$ cat src/rtl/msb_field_sel_pipe_if.sv
// Operand/result stream bundle for msb_field_sel_pipe: producer-side pair
// handshake plus consumer-side result handshake.
interface msb_field_sel_pipe_if #(
  parameter int W = 6,
  parameter int F = 3
);
  logic         in_valid;
  logic         in_ready;
  logic [W-1:0] x;
  logic [W-1:0] y;
  logic         inv;
  logic         out_valid;
  logic         out_ready;
  logic [F-1:0] o;
  logic         o_src;

  modport master (
    output in_valid, x, y, inv, out_ready,
    input  in_ready, out_valid, o, o_src
  );

  modport slave (
    input  in_valid, x, y, inv, out_ready,
    output in_ready, out_valid, o, o_src
  );
endinterface

$ cat src/rtl/msb_field_sel_pipe.sv
// Two-stage valid/ready MSB-compare field selector with per-transaction
// inversion and saturating match/mismatch event counters.
module msb_field_sel_pipe #(
  parameter int W  = 6,
  parameter int F  = 3,
  parameter int CW = 8
) (
  input  logic                clk,
  input  logic                rst_n,
  input  logic                cnt_clr,
  msb_field_sel_pipe_if.slave bus,
  output logic [CW-1:0]       match_cnt,
  output logic [CW-1:0]       miss_cnt
);

  localparam logic [CW-1:0] CNT_MAX = '1;

  logic         eq;
  logic [F-1:0] field;
  logic         s1_valid;
  logic         s1_eq;
  logic         s1_inv;
  logic [F-1:0] s1_field;
  logic         s2_valid;
  logic         s2_free;
  logic         in_fire;
  logic         s1_move;
  logic         unused_bits;

  assign eq      = (bus.x[W-1] == bus.y[W-1]);
  assign field   = eq ? bus.x[W-1 -: F] : bus.y[F-1:0];
  assign unused_bits = ^{bus.x, bus.y};

  // S2 frees up either when empty or when its result leaves this edge,
  // which lets a full pipe accept, shift and emit all at once.
  assign s2_free      = !s2_valid || bus.out_ready;
  assign bus.in_ready = !s1_valid || s2_free;
  assign in_fire      = bus.in_valid && bus.in_ready;
  assign s1_move      = s1_valid && s2_free;
  assign bus.out_valid = s2_valid;

  always_ff @(posedge clk or negedge rst_n) begin
    if (!rst_n) begin
      s1_valid <= 1'b0;
      s1_eq    <= 1'b0;
      s1_inv   <= 1'b0;
      s1_field <= '0;
    end else if (in_fire) begin
      s1_valid <= 1'b1;
      s1_eq    <= eq;
      s1_inv   <= bus.inv;
      s1_field <= field;
    end else if (s1_move) begin
      s1_valid <= 1'b0;
    end
  end

  always_ff @(posedge clk or negedge rst_n) begin
    if (!rst_n) begin
      s2_valid  <= 1'b0;
      bus.o     <= '0;
      bus.o_src <= 1'b0;
    end else if (s1_move) begin
      s2_valid  <= 1'b1;
      bus.o     <= s1_inv ? ~s1_field : s1_field;
      bus.o_src <= s1_eq;
    end else if (s2_valid && bus.out_ready) begin
      s2_valid <= 1'b0;
    end
  end

  // Clear wins over a coincident increment; that event is dropped.
  always_ff @(posedge clk or negedge rst_n) begin
    if (!rst_n) begin
      match_cnt <= '0;
      miss_cnt  <= '0;
    end else if (cnt_clr) begin
      match_cnt <= '0;
      miss_cnt  <= '0;
    end else if (in_fire) begin
      if (eq) begin
        if (match_cnt != CNT_MAX) match_cnt <= match_cnt + CW'(1);
      end else begin
        if (miss_cnt != CNT_MAX) miss_cnt <= miss_cnt + CW'(1);
      end
    end
  end

endmodule
$ cat src/flat_wrapper.sv
// flat-port wrapper written by rule: the top's interface ports become plain ports
module msb_field_sel_pipe_flat 
#(
  parameter int W  = 6,
  parameter int F  = 3,
  parameter int CW = 8
)
  (clk, rst_n, cnt_clr, match_cnt, miss_cnt, bus_in_valid, bus_x, bus_y, bus_inv, bus_out_ready, bus_in_ready, bus_out_valid, bus_o, bus_o_src);
  msb_field_sel_pipe_if #(.W(W), .F(F)) bus_i ();
  input  logic clk;
  input  logic rst_n;
  input  logic cnt_clr;
  output logic [CW-1:0] match_cnt;
  output logic [CW-1:0] miss_cnt;
  input wire logic [$bits(bus_i.in_valid)-1:0] bus_in_valid;
  input wire logic [$bits(bus_i.x)-1:0] bus_x;
  input wire logic [$bits(bus_i.y)-1:0] bus_y;
  input wire logic [$bits(bus_i.inv)-1:0] bus_inv;
  input wire logic [$bits(bus_i.out_ready)-1:0] bus_out_ready;
  output wire logic [$bits(bus_i.in_ready)-1:0] bus_in_ready;
  output wire logic [$bits(bus_i.out_valid)-1:0] bus_out_valid;
  output wire logic [$bits(bus_i.o)-1:0] bus_o;
  output wire logic [$bits(bus_i.o_src)-1:0] bus_o_src;
  assign bus_i.in_valid = bus_in_valid;
  assign bus_i.x = bus_x;
  assign bus_i.y = bus_y;
  assign bus_i.inv = bus_inv;
  assign bus_i.out_ready = bus_out_ready;
  assign bus_in_ready = bus_i.in_ready;
  assign bus_out_valid = bus_i.out_valid;
  assign bus_o = bus_i.o;
  assign bus_o_src = bus_i.o_src;
  msb_field_sel_pipe #(.W(W), .F(F), .CW(CW)) u_core (.clk(clk), .rst_n(rst_n), .cnt_clr(cnt_clr), .bus(bus_i), .match_cnt(match_cnt), .miss_cnt(miss_cnt));
endmodule
$ cat config.mk
export PLATFORM = sky130hd
export DESIGN_NAME = msb_field_sel_pipe_flat
export DESIGN_NICKNAME = d
export VERILOG_FILES = /design/src/rtl/msb_field_sel_pipe_if.sv /design/src/rtl/msb_field_sel_pipe.sv /design/src/flat_wrapper.sv
export SDC_FILE = /design/constraint.sdc
export NUM_CORES = 1
export LEC_CHECK = 0
export CAP_MARGIN = 20
export CORE_MARGIN = 8
export CORE_UTILIZATION = 47
export CTS_CLUSTER_DIAMETER = 120
export DETAILED_ROUTE_END_ITERATION = 6
export PLACE_DENSITY = 0.81
export SLEW_MARGIN = 20
export SYNTH_ARGS = -nofsm -noshare
export SYNTH_HDL_FRONTEND = slang
export SYNTH_SLANG_ARGS = --single-unit
export TNS_END_PERCENT = 5
$ cat constraint.sdc
create_clock -name clk -period 1.85 [get_ports clk]
set_input_delay 0.2775 -clock clk [delete_from_list [all_inputs] [get_ports clk]]
set_output_delay 0.2775 -clock clk [all_outputs]
set_load 0.05 [all_outputs]
==> results.yml, run 1 <==
run_status:
  status: "finished clean"
yosys:
  yosysTopAreaCellShare_pct: 49.00
  syn-cell-area_um2: 1379
  avgSynthCellArea_um2: 9.849
  synth_fp_nets: 160
  syn_inst: 140
  yosys.area.top_type: "dfrtp_1"
  ys_types: 27
  ys_seq_area_share_pct: 49.00
  synthTopCellsByArea: "dfrtp_1 (49%), o31ai_1 (4.9%), a21oi_1 (4.4%)"
  yosys_warnings: 0
  ys_seq_elements: 27
critical_path:
  end_kind: "output pin"
  path_cells: "clkdlybuf4s50_1"
  critPathTopFamily: "buffers and inverters"
  setup.worst_path.start_class: "register"
  crit_required_ns: 1.57
  crit_cells: 1
  worstPathArrival_ns: 1.53
  critical_path.max_stage_delay_ns: 0.81
  worstPathBufferInverterCount: 1
  r2r_cells: 6
  path_class: "reg2out"
  crit_slowest_cell: "clkdlybuf4s50_1"
  cp_max_fo: 3
timing:
  fmax_ghz: 0.5533
  worst_clock_skew_ns: 0.003593
  report.final.slew_viol_count: 0
  hold_viol: 0
  timing.final.crit_period_ns: 1.807
  relSlewSlack_pct: 66.21
  tightest_slew_ns: 0.5060
  layout_setup_ws_ns: 0.04267
  rsz0062_at_grt: "false"
  period_share_pct: 97.69
  setup_viol_count_final: 0
  hold_slack_ns: 0.3016
layout:
  area_delta_synth_final_pct: 36.84
  drive_gt1_share_pct: 22.75
  final_nets: 210
  final-seq-area_um2: 676.9
  multi_input_area_um2: 673.1
  antenna_cells: 0
  mostFrequentLayoutCells: "buf_4 (26), dfrtp_1 (26), clkdlybuf4s50_1 (17)"
  post-route-util_pct: 67.84
  fill_cells: 216
  stdcell_count: 220
pwr:
  vdd_ir_drop_max_uv: 720.4
  leakage_nw: 0.8505
  powerDensity_nw_per_um2: 698.0
clocking:
  clock-sinks: 27
  htreeDepth: 1
  cts_setup_buffers: 0
  clkLatencyLatePin_ns: 0.32
  cts_buffers: 3
  cts_buffer_depth: 2
  tritoncts: "built"
  cts.clk_slew.worst_paths_ns: 0.14
  cts-root-buf: "clkbuf_4"
  postCtsHoldBufs: 0
run:
  max-cap-violations: 0
die:
  die_w_um: 70.17
  core-area_um2: 2781
  initial_core_util_pct: 49.57
  ios: 40
  rows: 19
  fp.dieArea_um2: 4923
  die_h_um: 70.17
place:
  routabilityCongestion: 0.8293
  io_buffers: 34
  dpl.hpwl_mm: 2.470
  pre_cts_slack_ns: -0.1113
  dp.cells: 216
routing:
  vias: 1247
  wl_mm: 3.206
  firstDrtPassIters: 4
  viasPerCell: 5.668
  ant_nets: 0
  drtIter0Drc: 64
  remaining_drc_errors: 0
  drt-wirelength-per-cell_um: 14.57
global_routing:
  grt_overflow_total: 0
  grt_max_degree: 28
  grt_pass1_wl_mm: 5.671
  grt_pass1_vias: 1266
  antenna_found_initial: 0
  grtUsageTotal_pct: 13.30
worst_hold_path:
  min_path_type: "in2async"
[sequential cells by signal (all words and copies together), names as in the netlist]
name                  cells
u_core.bus.o_src          1
u_core.miss_cnt           8
u_core.s1_eq              1
u_core.s1_inv             1
u_core.bus.o              3
u_core.bus.out_valid      1
u_core.s1_valid           1
u_core.match_cnt          8
u_core.s1_field           3
[Yosys cell counts, drive strengths merged]
library cell and number:
a211oi 1, a21oi 12, buf 3, clkbuf 2, dfrtp 27, ha 2, inv 6, mux2 4
mux2i 2, nand2 13, nand2b 4, nand3 8, nand3b 2, nand4 3, nor2 5, nor2b 4
nor4 3, o21ai 10, o31ai 9, o41ai 2, or2 2, or3 6, or4 6, xnor2 4
[routing by layer]
layer / track usage (%) / vias to the layer above / share of wire, % / routed length (um)
met4: 3.795 / 0 / 1.3 / 42
met5: 0 / - / 0 / 0
met2: 22.64 / 35 / 49 / 1582
li1: - / 610 / - / -
met1: 16.09 / 596 / 43 / 1393
met3: 3.390 / 6 / 5.9 / 188
[timing repair]
item	CTS	global route
endpoints found under the hold margin	0	0
gates resized for setup	3	4
setup endpoints to repair	3	4
[power by group]
part / internal [mW] / switching, mW
Combinational: 0.158 / 0.229
Sequential: 0.642 / 0.0367
Clock: 0.0844 / 0.167
[area by class of cell]
cell class	instances	share of cell area (%)
Sequential cell	27	35.88
Inverter	6	1.194
Multi-Input combinational cell	102	35.68
Clock buffer	4	1.393
Timing Repair Buffer	50	23.81
Tap cell	31	2.056
[kinds of logic after synthesis]
kind of cell	after synthesis	synth area share, %
multiplexers	6	4.719
adder cells (fa/ha/maj)	2	1.815
XOR/XNOR	4	3.086
AO/OA/AOI/OAI	34	14.70
AND/OR/NAND/NOR	56	23.41
buffers and inverters	11	3.267
flip-flops	27	49.00
[metrics by stage]
stage / TNS, ns / area [um^2] / total power, mW
after global placement: -0.3762 / 1854 / 1.070
after floorplan: -1.232 / 1399 / 0.9129
after CTS: 0 / 1877 / 1.328
final: 0 / 1887 / 1.317
after detailed placement: -0.6096 / 1854 / 1.080
after global routing: 0 / 1887 / 1.376
[path summary, 6_finish.rpt]
path	startpoint	end	slack, ns
max	u_core.bus.out_valid	bus_out_valid	0.04
min	rst_n	u_core.miss_cnt[3]	0.30
max reg2reg	u_core.match_cnt[0]	u_core.match_cnt[6]	0.14
min reg2reg	u_core.bus.o[1]	u_core.bus.o[1]	0.51
max in group asynchronous	rst_n	u_core.bus.out_valid	1.29
min in group clk	u_core.bus.o[1]	u_core.bus.o[1]	0.51
No activity file was read; power rests on OpenSTA's default activity.
==> run 2, diff against run 1 <==
--- a/config.mk
+++ b/config.mk
@@ -7,10 +7,11 @@
 export LEC_CHECK = 0
 export CAP_MARGIN = 20
 export CORE_MARGIN = 8
-export CORE_UTILIZATION = 47
+export CORE_UTILIZATION = 61
 export CTS_CLUSTER_DIAMETER = 120
 export DETAILED_ROUTE_END_ITERATION = 6
-export PLACE_DENSITY = 0.81
+export DONT_BUFFER_PORTS = 1
+export PLACE_DENSITY = 0.79
 export SLEW_MARGIN = 20
 export SYNTH_ARGS = -nofsm -noshare
 export SYNTH_HDL_FRONTEND = slang
==> results.yml, run 2 (synthesis gave the netlist of run 1 again) <==
critical_path:
  cp_max_fo: 13
  crit_required_ns: 2.07
  regToRegSetupSlack_ns: 0.19
  r2r-start: "u_core.match_cnt[0]"
  setup.worst_path.start_class: "register"
  worstPathArrival_ns: 1.89
  r2r_cells: 5
  r2r-end: "u_core.match_cnt[6]"
  end_kind: "register"
  path_class: "reg2reg"
die:
  ios: 40
  die_w_um: 63.55
  die_h_um: 63.55
  rows: 17
  core-area_um2: 2170
  fp.dieArea_um2: 4038
  initial_core_util_pct: 63.55
global_routing:
  grt_pass1_wl_mm: 5.050
  antenna_found_initial: 0
  grt_overflow_total: 0
  grt_max_degree: 28
  grtUsageTotal_pct: 15.36
  grt_pass1_vias: 1112
clocking:
  cts.clk_slew.worst_paths_ns: 0.14
  htreeDepth: 1
  cts_buffer_depth: 2
  clock-sinks: 27
  cts_setup_buffers: 0
  tritoncts: "built"
  cts-root-buf: "clkbuf_4"
  clkLatencyLatePin_ns: 0.32
  cts_buffers: 3
timing:
  worst_clock_skew_ns: 0.003400
  fmax_ghz: 0.6015
  period_share_pct: 89.86
  relSlewSlack_pct: 60.64
  tightest_slew_ns: 0.5882
  hold_viol: 0
  report.final.slew_viol_count: 0
  setup_viol_count_final: 0
  timing.final.crit_period_ns: 1.662
  rsz0062_at_grt: "false"
layout:
  mostFrequentLayoutCells: "dfrtp_1 (26), buf_4 (18), nand2_1 (13)"
  fill_cells: 169
  mostFrequentLayoutCell: "dfrtp_1"
  top_regs: "u_core.match_cnt (8), u_core.miss_cnt (8)"
  drive_gt1_share_pct: 22.50
  fin_area_um2: 1610
  antenna_cells: 0
  final_nets: 181
  area_delta_synth_final_pct: 16.79
routing:
  wl_mm: 3.126
  vias: 1125
  viasPerCell: 5.984
  drt-wirelength-per-cell_um: 16.63
  wl_met2_mm: 1.632
  top_layer: "met4"
  remaining_drc_errors: 0
  routedLengthMet1_mm: 1.228
  firstDrtPassIters: 4
  drtIter0Drc: 41
  met3_length_um: 238
  ant_nets: 0
pwr:
  leakage_nw: 0.6701
  p_total_mw: 1.213
  vdd_ir_drop_max_uv: 620.7
  powerDensity_nw_per_um2: 753.4
worst_hold_path:
  hold_start: "cnt_clr"
  min_path_type: "in2reg"
  hold_end: "u_core.miss_cnt[1]"
  hold_depth: 1
run:
  max-cap-violations: 0
run_status:
  status: "finished clean"
place:
  routabilityCongestion: 0.8004
  postPlaceCellArea_um2: 1540
  dpl.hpwl_mm: 2.208
  io_buffers: 0
-- run 2: cell count changes in the layout (fill, tap and decap cells not counted) --
cell | previous run | this run
clkdlybuf4s50_1 | 17 | 0
dlygate4sd3_1 | 0 | 2
buf_4 | 26 | 18
clkbuf_1 | 1 | 0
dlygate4sd2_1 | 3 | 0
clkinv_2 | 0 | 1
dlymetal6s2s_1 | 3 | 0
-- run 2: how the worst max path moves through the flow --
| stage | startpoint | to | slack, ns | cells past startpoint |
|---|---|---|---|---|
| final | u_core.match_cnt[0] | u_core.match_cnt[6] | 0.19 | 5 |
| after global routing | u_core.match_cnt[0] | u_core.match_cnt[6] | 0.09 | 5 |
| after CTS | u_core.match_cnt[0] | u_core.match_cnt[6] | 0.03 | 5 |
| after detailed placement | u_core.match_cnt[0] | u_core.match_cnt[6] | 0.05 | 5 |
| after global placement | u_core.match_cnt[0] | u_core.match_cnt[6] | 0.13 | 5 |
| after floorplan | u_core.bus.out_valid | u_core.match_cnt[2] | -0.13 | 5 |
-- run 2: cell type report --
class | count | area [um^2] | area share, %
clock inverter | 1 | 5.005 | 0.3108
tap | 28 | 35.03 | 2.176
clock buffer | 3 | 22.52 | 1.399
multi-input combinational | 102 | 673.1 | 41.80
inverter | 6 | 22.52 | 1.399
timing repair buffer | 21 | 175.2 | 10.88
sequential | 27 | 676.9 | 42.04
-- run 2: stage by stage --
stage	utilization [%]	hold slack, ns	instances	worst slack, ns	setup TNS (ns)
finish	74.22	0.03775	188	0.1875	0
global route	74.22	0.03451	188	0.08814	0
CTS	74.11	0.02836	188	0.02952	0
detailed placement	70.99	-0.01726	181	0.05027	0
global placement	70.99	-0.01707	181	0.1300	0
floorplan	-	-0.01809	140	-0.1254	-1.232
-- run 2: where the power goes --
part,switching (mW),internal [mW]
logic,0.112,0.0727
registers,0.136,0.640
clock network,0.172,0.0810
-- run 2: worst max-delay path: stages (launching register included) --
cell,delay (ns)
dfrtp_1,0.40
ha_1,0.23
nand3_1,0.13
nor2_2,0.41
nor4_2,0.11
mux2_2,0.28
-- run 2: repair_timing --
| action | CTS | global route |
|---|---|---|
| gates resized for setup | 0 | 1 |
| endpoints found under the hold margin | 39 | 0 |
| hold buffers | 3 | 0 |
| setup endpoints to repair | 0 | 5 |
-- run 2: layer usage --
layer / up-vias / track usage [%]
met5: - / 0
met4: 0 / 6.685
met3: 4 / 4.594
met2: 41 / 26.87
met1: 527 / 16.67
li1: 553 / -
